## src/rtl/gnr_ctrl_pkg.sv

```systemverilog
// rtl/gnr_ctrl_pkg.sv - shared types and constants for the GRN attractor controller
package gnr_ctrl_pkg;

  localparam int GNR_CNT_W = 16;

  typedef enum logic [2:0] {
    ST_IDLE   = 3'd0,
    ST_LOAD   = 3'd1,
    ST_RUN    = 3'd2,
    ST_PERIOD = 3'd3,
    ST_DONE   = 3'd4
  } gnr_state_e;

  // Step budget clipped to what a cnt_w-bit counter can hold.
  function automatic int unsigned gnr_sat_limit(input int unsigned max_steps,
                                                input int unsigned cnt_w);
    int unsigned full;
    full = (cnt_w >= 32) ? 32'hFFFF_FFFF : ((32'd1 << cnt_w) - 32'd1);
    return (max_steps < full) ? max_steps : full;
  endfunction

endpackage

```

## src/rtl/gnr_attractor_ctrl_if.sv

```systemverilog
// rtl/gnr_attractor_ctrl_if.sv - host-side job interface of the attractor controller
interface gnr_attractor_ctrl_if #(
  parameter int NUM_NODES = 32,
  parameter int CNT_W     = 16
);
  logic                 start;
  logic [NUM_NODES-1:0] init_in;
  logic                 busy;
  logic                 done;
  logic                 timeout;
  logic [CNT_W-1:0]     meet_step;
  logic [CNT_W-1:0]     period;

  modport master (
    output start, init_in,
    input  busy, done, timeout, meet_step, period
  );

  modport slave (
    input  start, init_in,
    output busy, done, timeout, meet_step, period
  );
endinterface

```

## src/rtl/gnr_state_cmp.sv

```systemverilog
// rtl/gnr_state_cmp.sv - NUM_NODES-wide state vector equality compare
module gnr_state_cmp #(
  parameter int NUM_NODES = 32
) (
  input  logic [NUM_NODES-1:0] a_i,
  input  logic [NUM_NODES-1:0] b_i,
  output logic                 eq_o
);
  assign eq_o = (a_i == b_i);
endmodule

```

## src/rtl/gnr_attractor_ctrl.sv

```systemverilog
// rtl/gnr_attractor_ctrl.sv - tortoise/hare run controller and attractor detector
// The period measurement phase is built only when GNR_CTRL_PERIOD_EN is defined.
module gnr_attractor_ctrl
  import gnr_ctrl_pkg::*;
#(
  parameter int          NUM_NODES = 32,
  parameter int          CNT_W     = GNR_CNT_W,
  parameter int unsigned MAX_STEPS = 32'h0000_FFFF
) (
  input  logic                 clk,
  input  logic                 rst_n,
  gnr_attractor_ctrl_if.slave  host,
  input  logic [NUM_NODES-1:0] s0_vec,
  input  logic [NUM_NODES-1:0] s1_vec,
  output logic                 reset_nos,
  output logic [NUM_NODES-1:0] init_state,
  output logic                 start_s0,
  output logic                 start_s1
);

  localparam logic [2:0] S_IDLE   = ST_IDLE;
  localparam logic [2:0] S_LOAD   = ST_LOAD;
  localparam logic [2:0] S_RUN    = ST_RUN;
  localparam logic [2:0] S_DONE   = ST_DONE;
`ifdef GNR_CTRL_PERIOD_EN
  localparam logic [2:0] S_PERIOD = ST_PERIOD;
`endif

  localparam logic [CNT_W-1:0] MAX_C = CNT_W'(gnr_sat_limit(MAX_STEPS, CNT_W));
  localparam logic [CNT_W-1:0] ONE_C = CNT_W'(1);

  logic [2:0]           state_q, state_d;
  logic [CNT_W-1:0]     step_q, step_d;
  logic [CNT_W-1:0]     meet_q, meet_d;
  logic                 timeout_q, timeout_d;
  logic [NUM_NODES-1:0] init_q, init_d;
  logic                 vec_eq;
  logic                 match;
`ifdef GNR_CTRL_PERIOD_EN
  logic [CNT_W-1:0]     per_q, per_d;
  logic [CNT_W-1:0]     period_q, period_d;
`endif

  gnr_state_cmp #(.NUM_NODES(NUM_NODES)) u_cmp (
    .a_i  (s0_vec),
    .b_i  (s1_vec),
    .eq_o (vec_eq)
  );

  // Vectors only mean something at even, nonzero hare steps (tortoise at half).
  assign match = (state_q == S_RUN) && vec_eq && !step_q[0] && (step_q != '0);

  always_comb begin
    state_d   = state_q;
    step_d    = step_q;
    meet_d    = meet_q;
    timeout_d = timeout_q;
    init_d    = init_q;
    start_s0  = 1'b0;
    start_s1  = 1'b0;
`ifdef GNR_CTRL_PERIOD_EN
    per_d     = per_q;
    period_d  = period_q;
`endif
    case (state_q)
      S_IDLE: begin
        if (host.start) begin
          init_d    = host.init_in;
          step_d    = '0;
          meet_d    = '0;
          timeout_d = 1'b0;
`ifdef GNR_CTRL_PERIOD_EN
          per_d     = '0;
          period_d  = '0;
`endif
          state_d   = S_LOAD;
        end
      end
      S_LOAD: state_d = S_RUN;
      S_RUN: begin
        if (match) begin
          meet_d  = step_q;
`ifdef GNR_CTRL_PERIOD_EN
          state_d = S_PERIOD;
`else
          state_d = S_DONE;
`endif
        end else if (step_q == MAX_C) begin
          timeout_d = 1'b1;
          state_d   = S_DONE;
        end else begin
          start_s0 = 1'b1;
          start_s1 = 1'b1;
          step_d   = step_q + ONE_C;
        end
      end
`ifdef GNR_CTRL_PERIOD_EN
      // Tortoise parked on the cycle; hare walks until it comes back around.
      S_PERIOD: begin
        if ((per_q != '0) && vec_eq) begin
          period_d = per_q;
          state_d  = S_DONE;
        end else if (per_q == MAX_C) begin
          timeout_d = 1'b1;
          state_d   = S_DONE;
        end else begin
          start_s1 = 1'b1;
          per_d    = per_q + ONE_C;
        end
      end
`endif
      S_DONE:  state_d = S_IDLE;
      default: state_d = S_IDLE;
    endcase
  end

  always_ff @(posedge clk or negedge rst_n) begin
    if (!rst_n) begin
      state_q   <= S_IDLE;
      step_q    <= '0;
      meet_q    <= '0;
      timeout_q <= 1'b0;
      init_q    <= '0;
    end else begin
      state_q   <= state_d;
      step_q    <= step_d;
      meet_q    <= meet_d;
      timeout_q <= timeout_d;
      init_q    <= init_d;
    end
  end

`ifdef GNR_CTRL_PERIOD_EN
  always_ff @(posedge clk or negedge rst_n) begin
    if (!rst_n) begin
      per_q    <= '0;
      period_q <= '0;
    end else begin
      per_q    <= per_d;
      period_q <= period_d;
    end
  end
  assign host.period = period_q;
`else
  assign host.period = '0;
`endif

  assign reset_nos      = (state_q == S_LOAD);
  assign init_state     = init_q;
  assign host.busy      = (state_q != S_IDLE);
  assign host.done      = (state_q == S_DONE);
  assign host.timeout   = timeout_q;
  assign host.meet_step = meet_q;

endmodule

```

## src/flat_wrapper.sv

```systemverilog
// flat-port wrapper written by rule: the top's interface ports become plain ports
module gnr_attractor_ctrl_flat import gnr_ctrl_pkg::*;
#(
  parameter int          NUM_NODES = 32,
  parameter int          CNT_W     = GNR_CNT_W,
  parameter int unsigned MAX_STEPS = 32'h0000_FFFF
)
  (clk, rst_n, s0_vec, s1_vec, reset_nos, init_state, start_s0, start_s1, host_start, host_init_in, host_busy, host_done, host_timeout, host_meet_step, host_period);
  gnr_attractor_ctrl_if #(.NUM_NODES(NUM_NODES), .CNT_W(CNT_W)) host_i ();
  input  logic clk;
  input  logic rst_n;
  input  logic [NUM_NODES-1:0] s0_vec;
  input  logic [NUM_NODES-1:0] s1_vec;
  output logic reset_nos;
  output logic [NUM_NODES-1:0] init_state;
  output logic start_s0;
  output logic start_s1;
  input wire logic [$bits(host_i.start)-1:0] host_start;
  input wire logic [$bits(host_i.init_in)-1:0] host_init_in;
  output wire logic [$bits(host_i.busy)-1:0] host_busy;
  output wire logic [$bits(host_i.done)-1:0] host_done;
  output wire logic [$bits(host_i.timeout)-1:0] host_timeout;
  output wire logic [$bits(host_i.meet_step)-1:0] host_meet_step;
  output wire logic [$bits(host_i.period)-1:0] host_period;
  assign host_i.start = host_start;
  assign host_i.init_in = host_init_in;
  assign host_busy = host_i.busy;
  assign host_done = host_i.done;
  assign host_timeout = host_i.timeout;
  assign host_meet_step = host_i.meet_step;
  assign host_period = host_i.period;
  gnr_attractor_ctrl #(.NUM_NODES(NUM_NODES), .CNT_W(CNT_W), .MAX_STEPS(MAX_STEPS)) u_core (.clk(clk), .rst_n(rst_n), .host(host_i), .s0_vec(s0_vec), .s1_vec(s1_vec), .reset_nos(reset_nos), .init_state(init_state), .start_s0(start_s0), .start_s1(start_s1));
endmodule
```

## config.mk

```make
export PLATFORM = sky130hd
export DESIGN_NAME = gnr_attractor_ctrl_flat
export DESIGN_NICKNAME = d
export VERILOG_FILES = /design/src/rtl/gnr_ctrl_pkg.sv /design/src/rtl/gnr_attractor_ctrl_if.sv /design/src/rtl/gnr_state_cmp.sv /design/src/rtl/gnr_attractor_ctrl.sv /design/src/flat_wrapper.sv
export SDC_FILE = /design/constraint.sdc
export NUM_CORES = 1
export LEC_CHECK = 0
export ABC_CLOCK_PERIOD_IN_PS = 5300
export CAP_MARGIN = 10
export CORE_MARGIN = 2
export CORE_UTILIZATION = 44
export DETAILED_ROUTE_END_ITERATION = 12
export PLACE_DENSITY = 0.86
export SLEW_MARGIN = 20
export SYNTH_ARGS = -nofsm -noshare
export SYNTH_HDL_FRONTEND = slang
export SYNTH_HIERARCHICAL = 1
export SYNTH_SLANG_ARGS = --single-unit
```

## constraint.sdc

```tcl
create_clock -name clk -period 5.3 [get_ports clk]
set_input_delay 0.53 -clock clk [delete_from_list [all_inputs] [get_ports clk]]
set_output_delay 0.53 -clock clk [all_outputs]
set_load 0.05 [all_outputs]
```

Word level (Yosys, flattened, before mapping)
Index checks and enable logic that the tools add are counted.
{ "op_classes": {"n_eq_ne": 11, "reduce_logical": 13, "muxes": 17, "add_sub_neg": 1} }
{ "ops": {"columns": ["op", "n"], "rows": [
  ["$mux W16", 4],
  ["$pmux W16 S2", 2],
  ["$eq A32 B32 Y1", 1],
  ["$add A16 B1 Y16 const B", 1],
  ["$eq A16 B16 Y1 const B", 1],
  ["$reduce_bool A16 Y1", 1],
  ["$mux W3", 3],
  ["$pmux W3 S3", 1],
  ["$ne A2 B2 Y1 const B", 4],
  ["$reduce_and A4 Y1", 2],
  ["$mux W1", 6],
  ["$reduce_and A2 Y1", 2],
  ["$eq A3 B1 Y1 const B", 1],
  ["$eq A3 B2 Y1 const B", 1],
  ["$eq A3 B3 Y1 const B", 1],
  ["$logic_and A1 B1 Y1", 3],
  ["$logic_not A3 Y1", 1],
  ["$ne A3 B2 Y1 const B", 1],
  ["$reduce_and A3 Y1", 1],
  ["$reduce_bool A3 Y1", 1],
  ["$ne A2 B1 Y1 const B", 1],
  ["$pmux W1 S2", 1],
  ["$reduce_bool A2 Y1", 1],
  ["$logic_not A1 Y1", 1]
]} }
{ "word_totals": {"wordCells": 47, "regBits": 68, "out_inout_bits": 70} }

Logic depth before layout (Yosys ltp)
Gate-level depths: netlist of the first run.
{ "logic_depth": {"word_depth": 6, "ltp_mapped": 9} }

Hierarchy
Netlist of the first run, hierarchy kept.
{ "by_module_without_submodules": {"columns": ["module", "instances", "area_each_um2", "cells_each"], "rows": [
  ["gnr_attractor_ctrl", 1, 3121.7, 280],
  ["gnr_state_cmp", 1, 346.6, 43]
]} }

Worst setup path after synthesis of the first run
OpenSTA, ideal clock, no wires.
{ "synth_path": {"path_type": "register to output", "from": "reg u_core.step_q[0]", "to": "out start_s1", "required_ns": 4.770, "path_stages_with_launch": 9, "n_path_buf": 2, "arrival_time_ns": 2.360, "setup_slack_ns": 2.410, "cell_sequence": "dfrtp_1 -> inv_1 -> ha_1 -> nor3b_1 -> nand4_1 -> and4_4 -> buf_6 -> nor2_1 -> buf_4"} }
{ "synth_between": {"elab_chain_cells": 5, "word_cells_on_any_way": 8, "cone_classes": "1 x eq/ne; 3 x mux; 4 x reduce/logical"} }
{ "synth_lines": {"columns": ["element", "line", "text"], "rows": [
  ["start: declaration", "gnr_attractor_ctrl.sv:33", "logic [CNT_W-1:0] step_q, step_d;"],
  ["start signal: assignment", "gnr_attractor_ctrl.sv:126", "step_q <= step_d;"],
  ["branches (longest 3 deep; another with $eq A16 B16 Y1)", null, null],
  ["$mux W1 (*) (2 in series)", null, null],
  ["end: declaration", "flat_wrapper.sv:17", "output logic start_s1;"]
]} }
Every way passes the cells marked *.

Final worst setup path of the first run
{ "layout_path": {"from": "in s1_vec[19]", "to": "out start_s1"} }
{ "layout_between": {"elab_chain_cells": 6} }
{ "layout_lines": {"columns": ["element", "line", "text"], "rows": [
  ["start: declaration", "flat_wrapper.sv:13", "input logic [NUM_NODES-1:0] s1_vec;"],
  ["$eq A32 B32 Y1", "gnr_state_cmp.sv:9", "assign eq_o = (a_i == b_i);"],
  ["net u_core.vec_eq", "gnr_attractor_ctrl.sv:37", "logic vec_eq;"],
  ["$logic_and A1 B1 Y1 (3 in series)", "gnr_attractor_ctrl.sv:51", "assign match = (state_q == S_RUN) && vec_eq && !step_q[0] && (step_q != '0);"],
  ["$mux W1", "gnr_attractor_ctrl.sv:81", "if (match) begin"],
  ["$mux W1", "gnr_attractor_ctrl.sv:65", "case (state_q)"]
]} }
The timed path passes the listed nets, and every way through them passes these cells.

==> results of run 1 <==
## final cells by class
cell class | instances | area (sq um) | share of cell area [%]
multi-input cells | 235 | 1615 | 30.84
flip-flops and latches | 68 | 1702 | 32.49
clock inverters | 6 | 111.4 | 2.126
well taps | 102 | 127.6 | 2.437
repair buffers | 155 | 1539 | 29.38
clock buffers | 10 | 127.6 | 2.437
inverters | 4 | 15.01 | 0.2867
## worst paths after layout
check | startpoint | cells past startpoint | to | slack, ns
setup reg to reg | u_core/step_q[0] | 6 | u_core/step_q[13] | 2.76
min in group clk | u_core/host.meet_step[1] | 2 | u_core/host.meet_step[1] | 0.48
max in group asynchronous | rst_n | 2 | u_core/host.meet_step[6] | 4.38
setup / recovery | s1_vec[19] | 8 | start_s1 | 1.60
hold / removal | rst_n | 2 | u_core/init_state[19] | 0.39
hold reg to reg | u_core/host.meet_step[1] | 2 | u_core/host.meet_step[1] | 0.48
## synthesized netlist by cell type, types with 2 or more instances
cell type,count
sky130_fd_sc_hd__clkbuf_1,3
sky130_fd_sc_hd__xor2_1,32
sky130_fd_sc_hd__dfrtp_1,68
sky130_fd_sc_hd__nor3b_1,5
sky130_fd_sc_hd__nor3_1,7
sky130_fd_sc_hd__buf_2,7
sky130_fd_sc_hd__mux2_2,34
sky130_fd_sc_hd__and2_1,2
sky130_fd_sc_hd__ha_1,2
sky130_fd_sc_hd__nor2_1,6
sky130_fd_sc_hd__nor4_1,18
sky130_fd_sc_hd__nand2_1,48
sky130_fd_sc_hd__buf_6,2
sky130_fd_sc_hd__o22a_1,11
sky130_fd_sc_hd__nand3_1,8
sky130_fd_sc_hd__nor2b_1,3
sky130_fd_sc_hd__buf_4,19
sky130_fd_sc_hd__and3_1,3
sky130_fd_sc_hd__nand4_1,6
sky130_fd_sc_hd__a221o_1,2
sky130_fd_sc_hd__inv_1,3
sky130_fd_sc_hd__o21ai_0,21
## cells by family after synthesis
logic type,after synthesis,share of synthesized area (%)
and+or+nand+nor,111,16.02
DFF,68,49.06
AOI/OAI and AO/OA,39,8.153
muxes,35,11.33
buffers and inverters,35,6.529
xor gates and xnor gates,32,8.081
adders and majority gates,2,0.7214
other,1,0.1081
## metal layers
layer,share of wire (%),vias up
met1,38,1434
met2,54,121
li1,-,1405
met3,5.7,16
met4,1.9,0
met5,0,-
## power groups by stage
stage	clock network [mW]	logic [mW]	registers, mW
after floorplan	0	0.252	0.608
after global placement	0	0.415	0.581
after detailed placement	0	0.424	0.582
after CTS	0.520	0.427	0.572
after global routing	0.544	0.460	0.576
final	0.506	0.430	0.573
## through the flow
step	worst slack [ns]	cell area [sq um]	util, %
final	1.601	5238	68.13
after CTS	1.659	5226	67.99
after detailed placement	1.715	4987	64.88
after global routing	1.451	5238	68.13
after floorplan	2.410	3525	-
after global placement	1.729	4987	64.88
## flip-flops by register name, indices dropped and copies added (netlist names)
| register | count |
|---|---|
| u_core/host.meet_step | 16 |
| u_core/host.timeout | 1 |
| u_core/init_state | 32 |
| u_core/state_q | 3 |
| u_core/step_q | 16 |
==> qor.tcl, run 1 <==
set qor(power.ir.vdd_worst_uv) 242.3
set qor(path_max_fanout) 16
set qor(placement.io_buffers) 152
set qor(criticalPathCategory) {in -> out}
set qor(worst_hold_slack_ns) 0.3876
set qor(worst_slew_margin_rel_pct) 44.93
set qor(synthesis.area_per_instance_sq_um) 10.74
set qor(num_vias) 2976
set qor(io-pin-count) 169
set qor(cellPowerDensity_mw_per_mm2) 288.1
set qor(postCtsSetupBuffers) 0
set qor(power.share.sequential_pct) 38.0
set qor(cts.repair.resized) 0
set qor(antennaDiodeCount) 0
set qor(drive_gt1_share_pct) 12.34
set qor(timing.critical_path.buf_inv) 2
set qor(cts.clk_slew.worst_paths_ns) 0.07
set qor(grt_pass1_wl_mm) 14.73
set qor(pwr-share-clk_pct) 33.5
set qor(ff_latch_count_synth) 68
set qor(cts-root-to-sink-buffers) 2
set qor(hold_buffers) 0
set qor(start_kind) {input pin}
set qor(critPathSlowestCell) {sky130_fd_sc_hd__clkdlybuf4s50_1}
set qor(net-switching-power_uw) 468.1
set qor(globalRouteOverflowTotal) 0
set qor(end_kind) {primary output}
set qor(grt.met3_usage_pct) 5.696
set qor(yosys_warnings) 6
set qor(cpPeakStageDelay_ns) 0.76
set qor(post_synth_edffs) 0
set qor(fmaxAchievable_ghz) 0.2704
set qor(clock_latency_ns) 0.34
set qor(post_synth_num_cell_types) 35
set qor(detailed_routing_iterations_pass_1) 4
set qor(wl_cell_um) 16.00
set qor(timing.critical_path.arrival_ns) 3.17
set qor(dieWidth_um) 92.79
set qor(dp.cells) 564
set qor(first_global_vias) 2964
set qor(holdCritPathClass) {in -> async}
set qor(cts_num_sinks) 68
set qor(cts_made_buffers) 9
set qor(drc) 0
set qor(synth_area_leader_cell) {sky130_fd_sc_hd__dfrtp_1}
set qor(cell_internal_pwr_mw) 1.041
set qor(run_status) {completed}
set qor(area_of_the_core_region_sq_mm) 0.007687
set qor(setup_viol_count_final) 0
set qor(floorplan.die.height_um) 92.79
set qor(netlist_top_cells_area) {sky130_fd_sc_hd__dfrtp_1 (49%), sky130_fd_sc_hd__mux2_2 (11%), sky130_fd_sc_hd__xor2_1 (8.1%), sky130_fd_sc_hd__nand2_1 (5.2%), sky130_fd_sc_hd__buf_4 (4.1%)}
set qor(antenna_violating_nets_remaining) 0
set qor(slew_violations) 0
set qor(totalWireLength_mm) 9.281
set qor(layout.nets) 574
set qor(asyncSetResetFlopFracSynth_pct) 100.0
set qor(antenna_violations_before_repair) 0
set qor(gr-usage-met2_pct) 38.41
set qor(mostFrequentLayoutCells) {sky130_fd_sc_hd__clkdlybuf4s50_1 (151), sky130_fd_sc_hd__dfrtp_1 (68), sky130_fd_sc_hd__nand2_1 (48)}
set qor(post-synth-top-area-fraction_pct) 49.06
set qor(layout-area-overhead-vs-synth_pct) 51.01
set qor(globalRoute.busiestLayer) {met2}
set qor(ys.flop_type) {sky130_fd_sc_hd__dfrtp_1}
set qor(worst-slew-pin-transition_ns) 0.8260
set qor(leakage_nw) 2.276
set qor(ys_seq_area_share_pct) 49.06
set qor(die_area_sq_mm) 0.008609
set qor(drt_iter0_drc) 178
set qor(final_min_period_over_clock_period_pct) 69.79
set qor(initial_utilization_pct) 45.12
set qor(worstPathRequired_ns) 4.77
set qor(p_comb_share_pct) 28.5
set qor(timing.setup.tns_ns) 0
set qor(gpl.final_weighted_congestion) 0.9502
set qor(fin_crit_ns) 3.699
set qor(post-dp-hpwl_mm) 7.077
set qor(final-instance-count-excl-fill) 580
set qor(vias_per_cell) 5.131
set qor(clock_skew_ns) 0.004843
set qor(setup_repair_after_global_routing_missed_its_margin) {false}
set qor(crit_path_cell_trace) {clkdlybuf4s50_1 -> xor2_1 -> nor4_1 -> nand4_1 -> nor2_1 -> and4_4 -> nor2_1 -> clkdlybuf4s50_1}
set qor(synthesis.area_sq_mm) 0.003468
set qor(swShare_pct) 31.03
set qor(grtUsageMet1_pct) 25.93
set qor(final_hold_viol_count) 0
set qor(grtUsageTotal_pct) 21.73
set qor(synth_cells) 323
set qor(cts.htree.levels) 3
set qor(layout.filler_cells) 602
set qor(tritoncts) {yes}
set qor(cap_violations) 0
set qor(pin_count_of_the_biggest_net_entering_global_routing) 69
set qor(most_common_library_cell_in_the_layout_ignoring_fill_and_taps) {sky130_fd_sc_hd__clkdlybuf4s50_1}
set qor(total_power_mw) 1.509
set qor(clock-root-buffer) {sky130_fd_sc_hd__clkbuf_8}
set qor(cpLargestDelayFamily) {simple AND/OR/NAND/NOR gates}
set qor(core.rowCount) 32
Power figures use the tool's default switching activity.
==> run 2: changes to the inputs <==
Settings changed: ABC_CLOCK_PERIOD_IN_PS 5300 to 3730, CORE_UTILIZATION 44 to 41, PLACE_DENSITY 0.86 to 0.81.
Clock period 5.3 ns to 3.73 ns, I/O delays scaled along.
==> qor.tcl, run 2 (synthesis gave the netlist of run 1 again) <==
set qor(drt_iter0_drc) 141 ;# was 178
set qor(pin_count_of_the_biggest_net_entering_global_routing) 47 ;# was 69
set qor(timing.critical_path.arrival_ns) 2.95 ;# was 3.17 ns
set qor(postCtsSetupBuffers) 0 ;# unchanged
set qor(setup_viol_count_final) 0 ;# unchanged
set qor(layout.nets) 577 ;# was 574
set qor(hold_buffers) 1 ;# was 0
set qor(start_kind) {register} ;# was input pin
set qor(placement.io_buffers) 152 ;# unchanged
set qor(io-pin-count) 169 ;# unchanged
set qor(detailed_place.area_sq_mm) 0.005006 ;# was 0.004987 sq mm
set qor(run_status) {completed} ;# unchanged
set qor(postLayoutCellArea_sq_mm) 0.005221 ;# was 0.005238 sq mm
set qor(leakage_nw) 2.275 ;# was 2.276 nW
set qor(path_max_fanout) 6 ;# was 16
set qor(core.rowCount) 33 ;# was 32
set qor(power.ir.vdd_worst_uv) 287.9 ;# was 242.3 uV
set qor(antennaDiodeCount) 0 ;# unchanged
set qor(worst-slew-pin-transition_ns) 0.7683 ;# was 0.8260 ns
set qor(worstPathRequired_ns) 3.36 ;# was 4.77 ns
set qor(final_min_period_over_clock_period_pct) 88.98
set qor(holdCritPathClass) {reg -> reg} ;# was in -> async
set qor(layout.filler_cells) 664 ;# was 602
set qor(post-dp-hpwl_mm) 6.890 ;# was 7.077 mm
set qor(route.top_layer_used) {met4} ;# unchanged
set qor(cts-root-to-sink-buffers) 2 ;# unchanged
set qor(cts.clk_slew.worst_paths_ns) 0.07 ;# about the same
set qor(wl_met2_mm) 4.879 ;# was 5.042 mm
set qor(cts.repair.resized) 0 ;# unchanged
set qor(place_ws_ns) 0.5370 ;# was 1.715 ns
set qor(clock_latency_ns) 0.35 ;# was 0.34 ns
set qor(setup_repair_after_global_routing_missed_its_margin) {false} ;# unchanged
set qor(timing.setup.tns_ns) 0 ;# unchanged
set qor(detailed_routing_iterations_pass_1) 4 ;# unchanged
set qor(cellPowerDensity_mw_per_mm2) 386.3 ;# was 288.1 mW/mm^2
set qor(worst_slew_margin_rel_pct) 48.61 ;# was 44.93%
set qor(area_of_the_core_region_sq_mm) 0.008217 ;# was 0.007687 sq mm
set qor(initial_utilization_pct) 42.21 ;# was 45.12%
set qor(cts_num_sinks) 68 ;# unchanged
set qor(final_hold_viol_count) 0 ;# unchanged
set qor(end_kind) {primary output} ;# unchanged
set qor(globalRouteOverflowTotal) 0 ;# unchanged
set qor(floorplan.die.height_um) 95.98 ;# was 92.79 um
set qor(total_power_mw) 2.017 ;# was 1.509 mW
set qor(num_vias) 2933 ;# was 2976
set qor(clock-root-buffer) {sky130_fd_sc_hd__clkbuf_8} ;# unchanged
set qor(multi_input_area_sq_mm) 0.001615 ;# unchanged
set qor(final_core_util_pct) 63.54 ;# was 68.13%
set qor(met1_wirelength_mm) 3.473 ;# was 3.537 mm
set qor(vias_per_cell) 5.005 ;# was 5.131
set qor(mostFrequentLayoutCells) {sky130_fd_sc_hd__clkdlybuf4s50_1 (151), sky130_fd_sc_hd__dfrtp_1 (68), sky130_fd_sc_hd__nand2_1 (48)} ;# unchanged
set qor(first_global_vias) 2900 ;# was 2964
set qor(tritoncts) {yes} ;# unchanged
set qor(cts.htree.levels) 3 ;# unchanged
set qor(grt_pass1_wl_mm) 14.02 ;# was 14.73 mm
set qor(antenna_violations_before_repair) 0 ;# unchanged
set qor(fin_crit_ns) 3.319
set qor(cts_made_buffers) 9 ;# unchanged
set qor(layout-area-overhead-vs-synth_pct) 50.54 ;# was 51.01%
set qor(antenna_violating_nets_remaining) 0 ;# unchanged
set qor(clock_skew_ns) 0.007263 ;# was 0.004843 ns
set qor(cap_violations) 0 ;# unchanged
set qor(slew_violations) 0 ;# unchanged
set qor(largest_reg_flops) 32 ;# unchanged
set qor(gpl.final_weighted_congestion) 0.8884 ;# was 0.9502
set qor(drc) 0 ;# unchanged
set qor(die_area_sq_mm) 0.009211 ;# was 0.008609 sq mm
set qor(wl_cell_um) 15.27 ;# was 16.00 um
set qor(dr_wl_met3_um) 504 ;# was 525 um
set qor(totalWireLength_mm) 8.949 ;# was 9.281 mm
set qor(fmaxAchievable_ghz) 0.3013
set qor(most_common_library_cell_in_the_layout_ignoring_fill_and_taps) {sky130_fd_sc_hd__clkdlybuf4s50_1} ;# unchanged
set qor(dieWidth_um) 95.98 ;# was 92.79 um
set qor(register_area_sq_mm) 0.001702 ;# unchanged
set qor(finalWorstSetupSlack_ns) 0.4110 ;# was 1.601 ns
set qor(grtUsageTotal_pct) 19.91 ;# was 21.73%
set qor(drive_gt1_share_pct) 12.47 ;# was 12.34%
set qor(criticalPathCategory) {reg -> out} ;# was in -> out
run 2: metrics by stage:
step / hold slack [ns] / std cells
6_report: 0.4780 / 586
5_1_grt: 0.4911 / 586
4_1_cts: 0.4862 / 586
3_5_place_dp: 0.3724 / 569
3_3_place_gp: 0.3653 / 569
2_1_floorplan: 0.07741 / 338
run 2: worst max-delay path, cell delays in order (launching register included):
cell and delay, ns:
sky130_fd_sc_hd__dfrtp_1 0.44, sky130_fd_sc_hd__inv_1 0.17, sky130_fd_sc_hd__ha_1 0.17, sky130_fd_sc_hd__nor3b_1 0.17
sky130_fd_sc_hd__nand4_1 0.20, sky130_fd_sc_hd__and4_4 0.25, sky130_fd_sc_hd__nor2_1 0.31, sky130_fd_sc_hd__clkdlybuf4s50_1 0.89
run 2: area by class of cell:
| class | instances | share of cell area (%) |
|---|---|---|
| Clock inverter | 4 | 0.9346 |
| Tap cell | 105 | 2.516 |
| Clock buffer | 12 | 2.780 |
| Multi-Input combinational cell | 235 | 30.94 |
| Inverter | 4 | 0.2876 |
| Timing Repair Buffer | 158 | 29.95 |
| Sequential cell | 68 | 32.59 |
run 2: worst paths after layout:
kind	cells after the start	slack, ns	end	from
hold / removal	2	0.48	u_core/host.meet_step[7]	u_core/host.meet_step[7]
min in group asynchronous	2	0.52	u_core/init_state[18]	rst_n
max in group asynchronous	3	2.25	u_core/host.meet_step[6]	rst_n
setup / recovery	7	0.41	start_s0	u_core/step_q[0]
setup reg to reg	6	1.33	u_core/host.meet_step[8]	u_core/step_q[0]
hold reg to reg	2	0.48	u_core/host.meet_step[7]	u_core/host.meet_step[7]
run 2: metal layers:
layer	track usage (%)	vias to the layer above
li1	-	1412
met4	6.429	0
met2	34.21	118
met5	0	-
met3	5.403	9
met1	24.26	1394
run 2: where the power goes:
part	leakage [nW]	internal, mW	switching, mW
clock	0.100	0.326	0.268
combinational	1.25	0.264	0.347
sequential	0.920	0.775	0.0368
